### config.mk
export PLATFORM = sky130hd
export DESIGN_NAME = multi_cycle_sequencer
export DESIGN_NICKNAME = d
export VERILOG_FILES = /design/src/rtl/multi_cycle_sequencer.sv
export SDC_FILE = /design/constraint.sdc
export NUM_CORES = 1
export LEC_CHECK = 0
export CORE_ASPECT_RATIO = 1.75
export CORE_UTILIZATION = 48
export CTS_BUF_LIST = sky130_fd_sc_hd__clkbuf_2 sky130_fd_sc_hd__clkbuf_4 sky130_fd_sc_hd__clkbuf_8
export CTS_CLUSTER_DIAMETER = 40
export CTS_CLUSTER_SIZE = 30
export DETAILED_ROUTE_END_ITERATION = 16
export GPL_ROUTABILITY_DRIVEN = 0
export GPL_TIMING_DRIVEN = 0
export HOLD_SLACK_MARGIN = 0.15
export MAX_ROUTING_LAYER = met4
export PLACE_DENSITY_LB_ADDON = 0.1
export REMOVE_ABC_BUFFERS = 1
export SYNTH_ARGS = -nofsm -noshare
export SYNTH_HDL_FRONTEND = slang
export SYNTH_SLANG_ARGS = --single-unit
### constraint.sdc
create_clock -name clk -period 3.5 [get_ports clk]
set_input_delay 0.525 -clock clk [delete_from_list [all_inputs] [get_ports clk]]
set_output_delay 0.525 -clock clk [all_outputs]
set_load 0.005 [all_outputs]
### src/rtl/multi_cycle_sequencer.sv
// Per-instruction control sequencer for the multi-cycle MIPS core.
// Walks IF/ID/EX/MEM/WB and decodes the datapath strobes from state, latched flags and handshakes.
module multi_cycle_sequencer #(
  parameter int COUNT_WIDTH = 32
) (
  input  logic                   clk,
  input  logic                   rst,
  input  logic                   reg_dst_flag,
  input  logic                   alu_src_flag,
  input  logic                   mem_to_reg_flag,
  input  logic                   reg_write_flag,
  input  logic                   mem_read_flag,
  input  logic                   mem_write_flag,
  input  logic                   branch_flag,
  input  logic                   jump_flag,
  input  logic                   alu_zero,
  input  logic                   mem_ready,
  output logic                   imem_read,
  output logic                   ir_write,
  output logic                   pc_write,
  output logic [1:0]             pc_src,
  output logic                   target_write,
  output logic                   alu_src_a,
  output logic [1:0]             alu_src_b,
  output logic                   alu_op_sel,
  output logic                   dmem_read,
  output logic                   dmem_write,
  output logic                   rf_write,
  output logic                   rf_dst,
  output logic                   rf_mem_to_reg,
  output logic [2:0]             state,
  output logic                   retire,
  output logic [COUNT_WIDTH-1:0] instr_count
);

  typedef enum logic [2:0] {
    S_IF  = 3'd0,
    S_ID  = 3'd1,
    S_EX  = 3'd2,
    S_MEM = 3'd3,
    S_WB  = 3'd4
  } state_t;

  typedef struct packed {
    logic reg_dst;
    logic alu_src;
    logic mem_to_reg;
    logic reg_write;
    logic mem_read;
    logic mem_write;
    logic branch;
    logic jump;
  } flags_t;

  state_t                 state_q, state_d;
  flags_t                 flags_q, flags_d, flags_in;
  logic [COUNT_WIDTH-1:0] count_q, count_d;

  assign flags_in = {reg_dst_flag, alu_src_flag, mem_to_reg_flag, reg_write_flag,
                     mem_read_flag, mem_write_flag, branch_flag, jump_flag};

  // NOTE: non-blocking assignments keep every flop sampling pre-edge values.
  always_ff @(posedge clk) begin
    if (rst) begin
      state_q <= S_IF;
      flags_q <= '0;
      count_q <= '0;
    end else begin
      state_q <= state_d;
      flags_q <= flags_d;
      count_q <= count_d;
    end
  end

  always_comb begin
    // NOTE: every output gets a default first so no path leaves one unassigned (no latches).
    state_d      = state_q;
    flags_d      = flags_q;
    imem_read    = 1'b0;
    ir_write     = 1'b0;
    pc_write     = 1'b0;
    pc_src       = 2'b00;
    target_write = 1'b0;
    alu_src_a    = 1'b0;
    alu_src_b    = 2'b00;
    alu_op_sel   = 1'b0;
    dmem_read    = 1'b0;
    dmem_write   = 1'b0;
    rf_write     = 1'b0;
    retire       = 1'b0;

    case (state_q)
      S_IF: begin
        imem_read = 1'b1;
        alu_src_b = 2'b01;
        if (mem_ready) begin
          ir_write = 1'b1;
          pc_write = 1'b1;
          state_d  = S_ID;
        end
      end
      S_ID: begin
        // Branch target (PC+4 + imm<<2) is computed here, speculatively.
        alu_src_b    = 2'b11;
        target_write = 1'b1;
        flags_d      = flags_in;
        if (jump_flag) begin
          pc_write = 1'b1;
          pc_src   = 2'b10;
          retire   = 1'b1;
          state_d  = S_IF;
        end else if (!(branch_flag || reg_write_flag || mem_read_flag || mem_write_flag)) begin
          retire  = 1'b1;
          state_d = S_IF;
        end else begin
          state_d = S_EX;
        end
      end
      S_EX: begin
        alu_src_a  = 1'b1;
        alu_op_sel = 1'b1;
        alu_src_b  = flags_q.alu_src ? 2'b10 : 2'b00;
        if (flags_q.branch) begin
          pc_write = alu_zero;
          pc_src   = 2'b01;
          retire   = 1'b1;
          state_d  = S_IF;
        end else if (flags_q.mem_read || flags_q.mem_write) begin
          state_d = S_MEM;
        end else if (flags_q.reg_write) begin
          state_d = S_WB;
        end else begin
          state_d = S_IF;
        end
      end
      S_MEM: begin
        dmem_read  = flags_q.mem_read;
        dmem_write = flags_q.mem_write;
        if (mem_ready) begin
          if (flags_q.mem_read) begin
            state_d = S_WB;
          end else begin
            retire  = 1'b1;
            state_d = S_IF;
          end
        end
      end
      S_WB: begin
        rf_write = 1'b1;
        retire   = 1'b1;
        state_d  = S_IF;
      end
      default: state_d = S_IF;
    endcase

    // Reset kills all strobes in the same cycle so an aborted instruction never retires.
    if (rst) begin
      imem_read    = 1'b0;
      ir_write     = 1'b0;
      pc_write     = 1'b0;
      pc_src       = 2'b00;
      target_write = 1'b0;
      alu_src_a    = 1'b0;
      alu_src_b    = 2'b00;
      alu_op_sel   = 1'b0;
      dmem_read    = 1'b0;
      dmem_write   = 1'b0;
      rf_write     = 1'b0;
      retire       = 1'b0;
    end

    count_d = count_q + COUNT_WIDTH'(retire);
  end

  assign rf_dst        = flags_q.reg_dst & ~rst;
  assign rf_mem_to_reg = flags_q.mem_to_reg & ~rst;
  assign state         = state_q;
  assign instr_count   = count_q;

endmodule

-- Word level (Yosys, flattened, before mapping)
Index checks and enable logic that the tools add are counted.
- add/subtract/negate cells: 1
- div/mod/pow operators: 0
- bitwise operators: 3
- multiply operators: 0
- $lt $le $gt $ge: 0
- multiplexer cells: 42
- equal/unequal tests: 6
- reduce and logical (&&, ||, !) cells: 6
- shift-type cells: 0
- operators with widths (cell ; count):
    adder 32 x 1 -> 32 bit ; 1
    two-way mux 1 bit ; 25
    two-way mux 3 bit ; 6
    two-way mux 2 bit ; 6
    case mux 3 bit (4 select lines) ; 1
    == test 3 x 2 -> 1 bit, second input constant ; 2
    case mux 2 bit (3 select lines) ; 1
    logical OR 1 bit ; 4
    != test 2 bit, second input constant ; 2
    case mux 1 bit (4 select lines) ; 1
    case mux 2 bit (2 select lines) ; 1
    == test 3 x 1 -> 1 bit, second input constant ; 1
    == test 3 bit, second input constant ; 1
    logical NOT 3 bit ; 1
    case mux 1 bit (3 select lines) ; 1
    AND 1 bit ; 2
    AND reduction 2 bit ; 1
    inverter 1 bit ; 1
- register bits: 42
- input port bits: 12
- latch bits: 0
- word-level logic and storage cells: 67
- memory bits (read-only): 0
- output and inout bits: 51
- RAM bits: 0
- memories: 0

-- Longest topological paths before layout
- word-level depth: 8
- mapped depth: 11

-- Least setup slack after synthesis
OpenSTA, ideal clock, no wires.
- path kind: input to register
- start point: input port branch_flag
- end point: register count_q[28] (netlist: instr_count[28])
- cell stages on the path: 9
- path buffers: 0
- data required time: 3430 ps
- data arrival time: 2934 ps
- setup slack: 495 ps
- path through: nor4_1 > o311ai_0 > a21oi_1 > ha_1 > ha_1 > nand4_2 > or4_4 > or4_1 > a21oi_1
- cells in the longest elaborated chain, start to end: 8
- ends and longest elaborated chain (item ; line ; source):
    start: declaration ; 14 ; input logic branch_flag,
    logical OR 1 bit (3 in a row) ; 112 ; end else if (!(branch_flag || reg_write_flag || mem_read_flag || mem_write_flag)) begin
    two-way mux 1 bit ; 112 ;
    two-way mux 1 bit ; 107 ; if (jump_flag) begin
    case mux 1 bit (4 select lines) ; 92 ; case (state_q)
    two-way mux 1 bit ; 157 ; if (rst) begin
    named net retire ; 32 ; output logic retire,
    adder 32 x 1 -> 32 bit ; 172 ; count_d = count_q + COUNT_WIDTH'(retire);
    end signal: assignment ; 71 ; count_q <= count_d;
    end: declaration ; 57 ; logic [COUNT_WIDTH-1:0] count_q, count_d;
The timed path passes the listed nets, and every way through them passes these cells.
A chain may end at the register's enable or synchronous reset.

-- Final worst setup path
- start point: input port mem_ready
- end point: register count_q[30] (netlist: instr_count[30])
- cells in the longest elaborated chain, start to end: 4
- ends and longest elaborated chain (item ; line ; source):
    start: declaration ; 17 ; input logic mem_ready,
    two-way mux 1 bit ; 139 ; if (mem_ready) begin
    case mux 1 bit (4 select lines) ; 92 ;
    two-way mux 1 bit ; 157 ;
    adder 32 x 1 -> 32 bit ; 172 ;
No other way between the ends.

==> results.yml <==
status:
  status: "finished, final reports clean"
placed_design:
  port_buffers: 62
  hpwl_um: 3520
  dp_cells: 348
critical_path:
  r2r-start: "state[0]"
  cp-start-kind: "input pin"
  critPathBufInv: 3
  path_max_fanout: 8
  crit_family: "simple AND/OR/NAND/NOR gates"
  r2r_slack_ps: 290
  worstSetupPathType: "in -> reg"
  critPathRequiredTime_ps: 3720
  path_cells: "clkdlybuf4s50_1 > inv_1 > o21ai_0 > o311ai_1 > a21oi_1 > buf_4 > ha_4 > ha_4 > nand4_2 > or4_4 > or4_1 > a21oi_1"
  worstPathArrival_ps: 3530
  worst_path_max_delay_cell: "or4_4"
  critPathMaxStageDelay_ps: 640
  r2r_end: "instr_count[30]"
  worst-r2r-cell-count: 10
  startpoint: "mem_ready"
  worstSetupEndpointType: "flip-flop"
power:
  peakVddDrop_uv: 339
  combPwrFrac: 0.079
  p_clk_frac: 0.365
  pwr_density_cell_nw_per_um2: 312
  pwr-share-seq: 0.556
  internal-power_mw: 0.681
  p_sw_mw: 0.205
  p_leak_nw: 0.932
  p_total_mw: 0.886
  switching_share: 0.231
clock_network:
  clkSlewWorstSetupHoldPaths_ps: 80
  clk_path_buf_depth: 2
  ctsRootBufferMaster: "clkbuf_8"
  cts-buffers-inserted: 5
  cts-htree-levels: 2
  cts_hold_buffers: 0
  clock_latency_ps: 290
  cts_tree: "yes"
  numClockSinks: 42
detailed_routing:
  first_iter_violations: 57
  num_vias: 2066
  avgViaCountPerCell: 5.77
  ant_nets: 0
  wl_per_cell_um: 13.9
  first_pass_iters: 4
  wirelength_um: 4970
  drc: 0
hold_path:
  hp-class: "reg -> reg"
  hold_path_depth: 2
  min_to: "instr_count[26]"
  min_from: "instr_count[26]"
timing:
  finalClockSkew_ps: 6.85
  period_share: 0.945
  grt_setup_unrepaired: "false"
  fmax_mhz: 302
  maxSlewHeadroom: 0.450
  finalHoldViolations: 0
  worst_pin_slew_ps: 826
  fin_crit_ps: 3310
  setup_viol: 0
  final_max_slew_viol_count: 0
synth:
  synth.distinct_cells: 42
  synth_seq_cells: 42
  yosys_warnings: 0
  synth_area_um2: 2090
  synth_area_per_cell_um2: 8.36
  synthCells: 250
  yosysSeqAreaShare: 0.402
final_layout:
  multiInputGateArea_um2: 1190
  final_cells: 358
  nets: 322
  fillers: 328
  diodes: 0
  register_area_um2: 842
  drive_above_1_share: 0.0777
  syn_to_final_growth_pct: 35.9
floorplanning:
  chipHeight_um: 89.3
  start_util: 0.503
  io_pins: 63
  die_area_um2: 4630
  fp-row-count: 31
  dieWidth_um: 51.9
  core_um2: 4150
grt:
  grt_pass1_wl_um: 8400
  grt_overflow: 0
  antenna_found_initial: 0
  track_usage: 0.244
  grt_max_degree: 47
  grt_pass1_vias: 1900
flow_run:
  drv_cap: 0
placed cells by master, fill, tap and decap left out, drive strengths merged, types with 8 or more instances in the layout:
cell type,n
nor2b,8
or3,9
xnor2,8
a21oi,25
nand3,12
o31ai,11
dfxtp,42
nand2,17
or4,12
nor2,25
o21ai,10
clkdlybuf4s50,61
final cells by class:
class                           count  area share
Multi-Input combinational cell    189       0.419
Tap cell                           49      0.0216
Clock buffer                        6      0.0291
Timing Repair Buffer               64       0.222
Inverter                            6     0.00793
Clock inverter                      2     0.00441
Sequential cell                    42       0.296
repair_timing:
action / 4_1_cts / 5_1_grt
pin swaps: 2 / 3
buffers inserted: 1 / 1
resized for setup: 2 / 6
setup endpoints to repair: 4 / 4
endpoints found under the hold margin: 0 / 0
flip-flops by register name, indices dropped and copies added, names as in the netlist:
name / flops
flags_q: 7
state: 3
instr_count: 32
power groups by stage:
stage	combinational (mW)	sequential [mW]	clock, mW
finish	0.0704	0.493	0.323
global route	0.0766	0.494	0.357
CTS	0.0691	0.492	0.332
detailed placement	0.0673	0.503	0
global placement	0.0679	0.503	0
floorplan	0.0261	0.501	0
routing by layer:
metal | global-route usage | wire (um)
met1 | 0.269 | 2090
met5 | - | 0
met3 | 0.0544 | 215
met4 | 0.120 | 131
met2 | 0.406 | 2530
synthesized netlist by cell type:
cell / n / share of area
nor3_1: 6 / 0.014
a21oi_1: 25 / 0.060
nand4_1: 4 / 0.012
mux2i_1: 5 / 0.024
and4_2: 1 / 0.0048
o311ai_0: 1 / 0.0042
or2_2: 2 / 0.0060
nand3_1: 12 / 0.029
clkbuf_1: 8 / 0.014
nand2_1: 17 / 0.031
xnor2_1: 8 / 0.034
xor2_1: 2 / 0.0084
nor2b_1: 8 / 0.024
nand2b_1: 1 / 0.0030
nor2_1: 25 / 0.045
or4_4: 1 / 0.0054
or3_1: 8 / 0.024
mux2_2: 1 / 0.0054
a31oi_1: 1 / 0.0030
a32oi_1: 1 / 0.0042
buf_6: 2 / 0.011
o21ai_0: 10 / 0.024
or4_1: 11 / 0.040
dfxtp_1: 42 / 0.40
and4_1: 5 / 0.021
nand3b_1: 1 / 0.0036
ha_1: 2 / 0.012
o22a_1: 2 / 0.0084
inv_1: 6 / 0.011
o31ai_1: 11 / 0.040
or3_2: 1 / 0.0036
buf_4: 1 / 0.0036
and3_2: 1 / 0.0036
nand4_2: 1 / 0.0060
nor3b_1: 1 / 0.0036
dlymetal6s4s_1: 1 / 0.0060
and2_1: 2 / 0.0060
nor4_1: 4 / 0.012
and3_1: 5 / 0.015
clkbuf_2: 1 / 0.0024
and2_2: 1 / 0.0036
nor4b_1: 2 / 0.0084
worst reg2reg max path, delay by kind of cell (launching register included):
kind,cells,cell delay (ps)
flops,1,630
buf+inv,1,160
compound gates,3,430
simple gates,4,1630
fa+ha+maj,2,300
per-stage QoR:
stage | setup TNS (ps) | setup slack, ps | utilization | hold slack (ps) | area [um2]
after floorplan | 0 | 439 | - | 463 | 2010
after CTS | 0 | 97.3 | 0.675 | 503 | 2800
after detailed placement | -2490 | -416 | 0.648 | 491 | 2690
after global routing | 0 | 48.6 | 0.684 | 540 | 2840
final | 0 | 192 | 0.684 | 502 | 2840
after global placement | -16350 | -1120 | 0.649 | 477 | 2690
logic make-up (layout without fill, tap and decap cells):
| kind of cell | Yosys count | after routing | synth area share |
|---|---|---|---|
| and+or+nand+nor | 120 | 120 | 0.323 |
| AOI/OAI and AO/OA | 51 | 51 | 0.143 |
| DFF | 42 | 42 | 0.402 |
| buffers and inverters | 19 | 78 | 0.0479 |
| xor gates and xnor gates | 10 | 10 | 0.0419 |
| muxes | 6 | 6 | 0.0293 |
| adders and majority gates | 2 | 2 | 0.0120 |
worst max path at each step:
stage | cells after the start | endpoint | slack [ps]
floorplan | 9 | instr_count[24] | 440
global placement | 8 | instr_count[30] | -1120
detailed placement | 10 | instr_count[28] | -420
CTS | 12 | instr_count[30] | 100
global route | 11 | instr_count[24] | 50
finish | 12 | instr_count[30] | 190
Note: power is estimated with default switching activity, not from simulation.
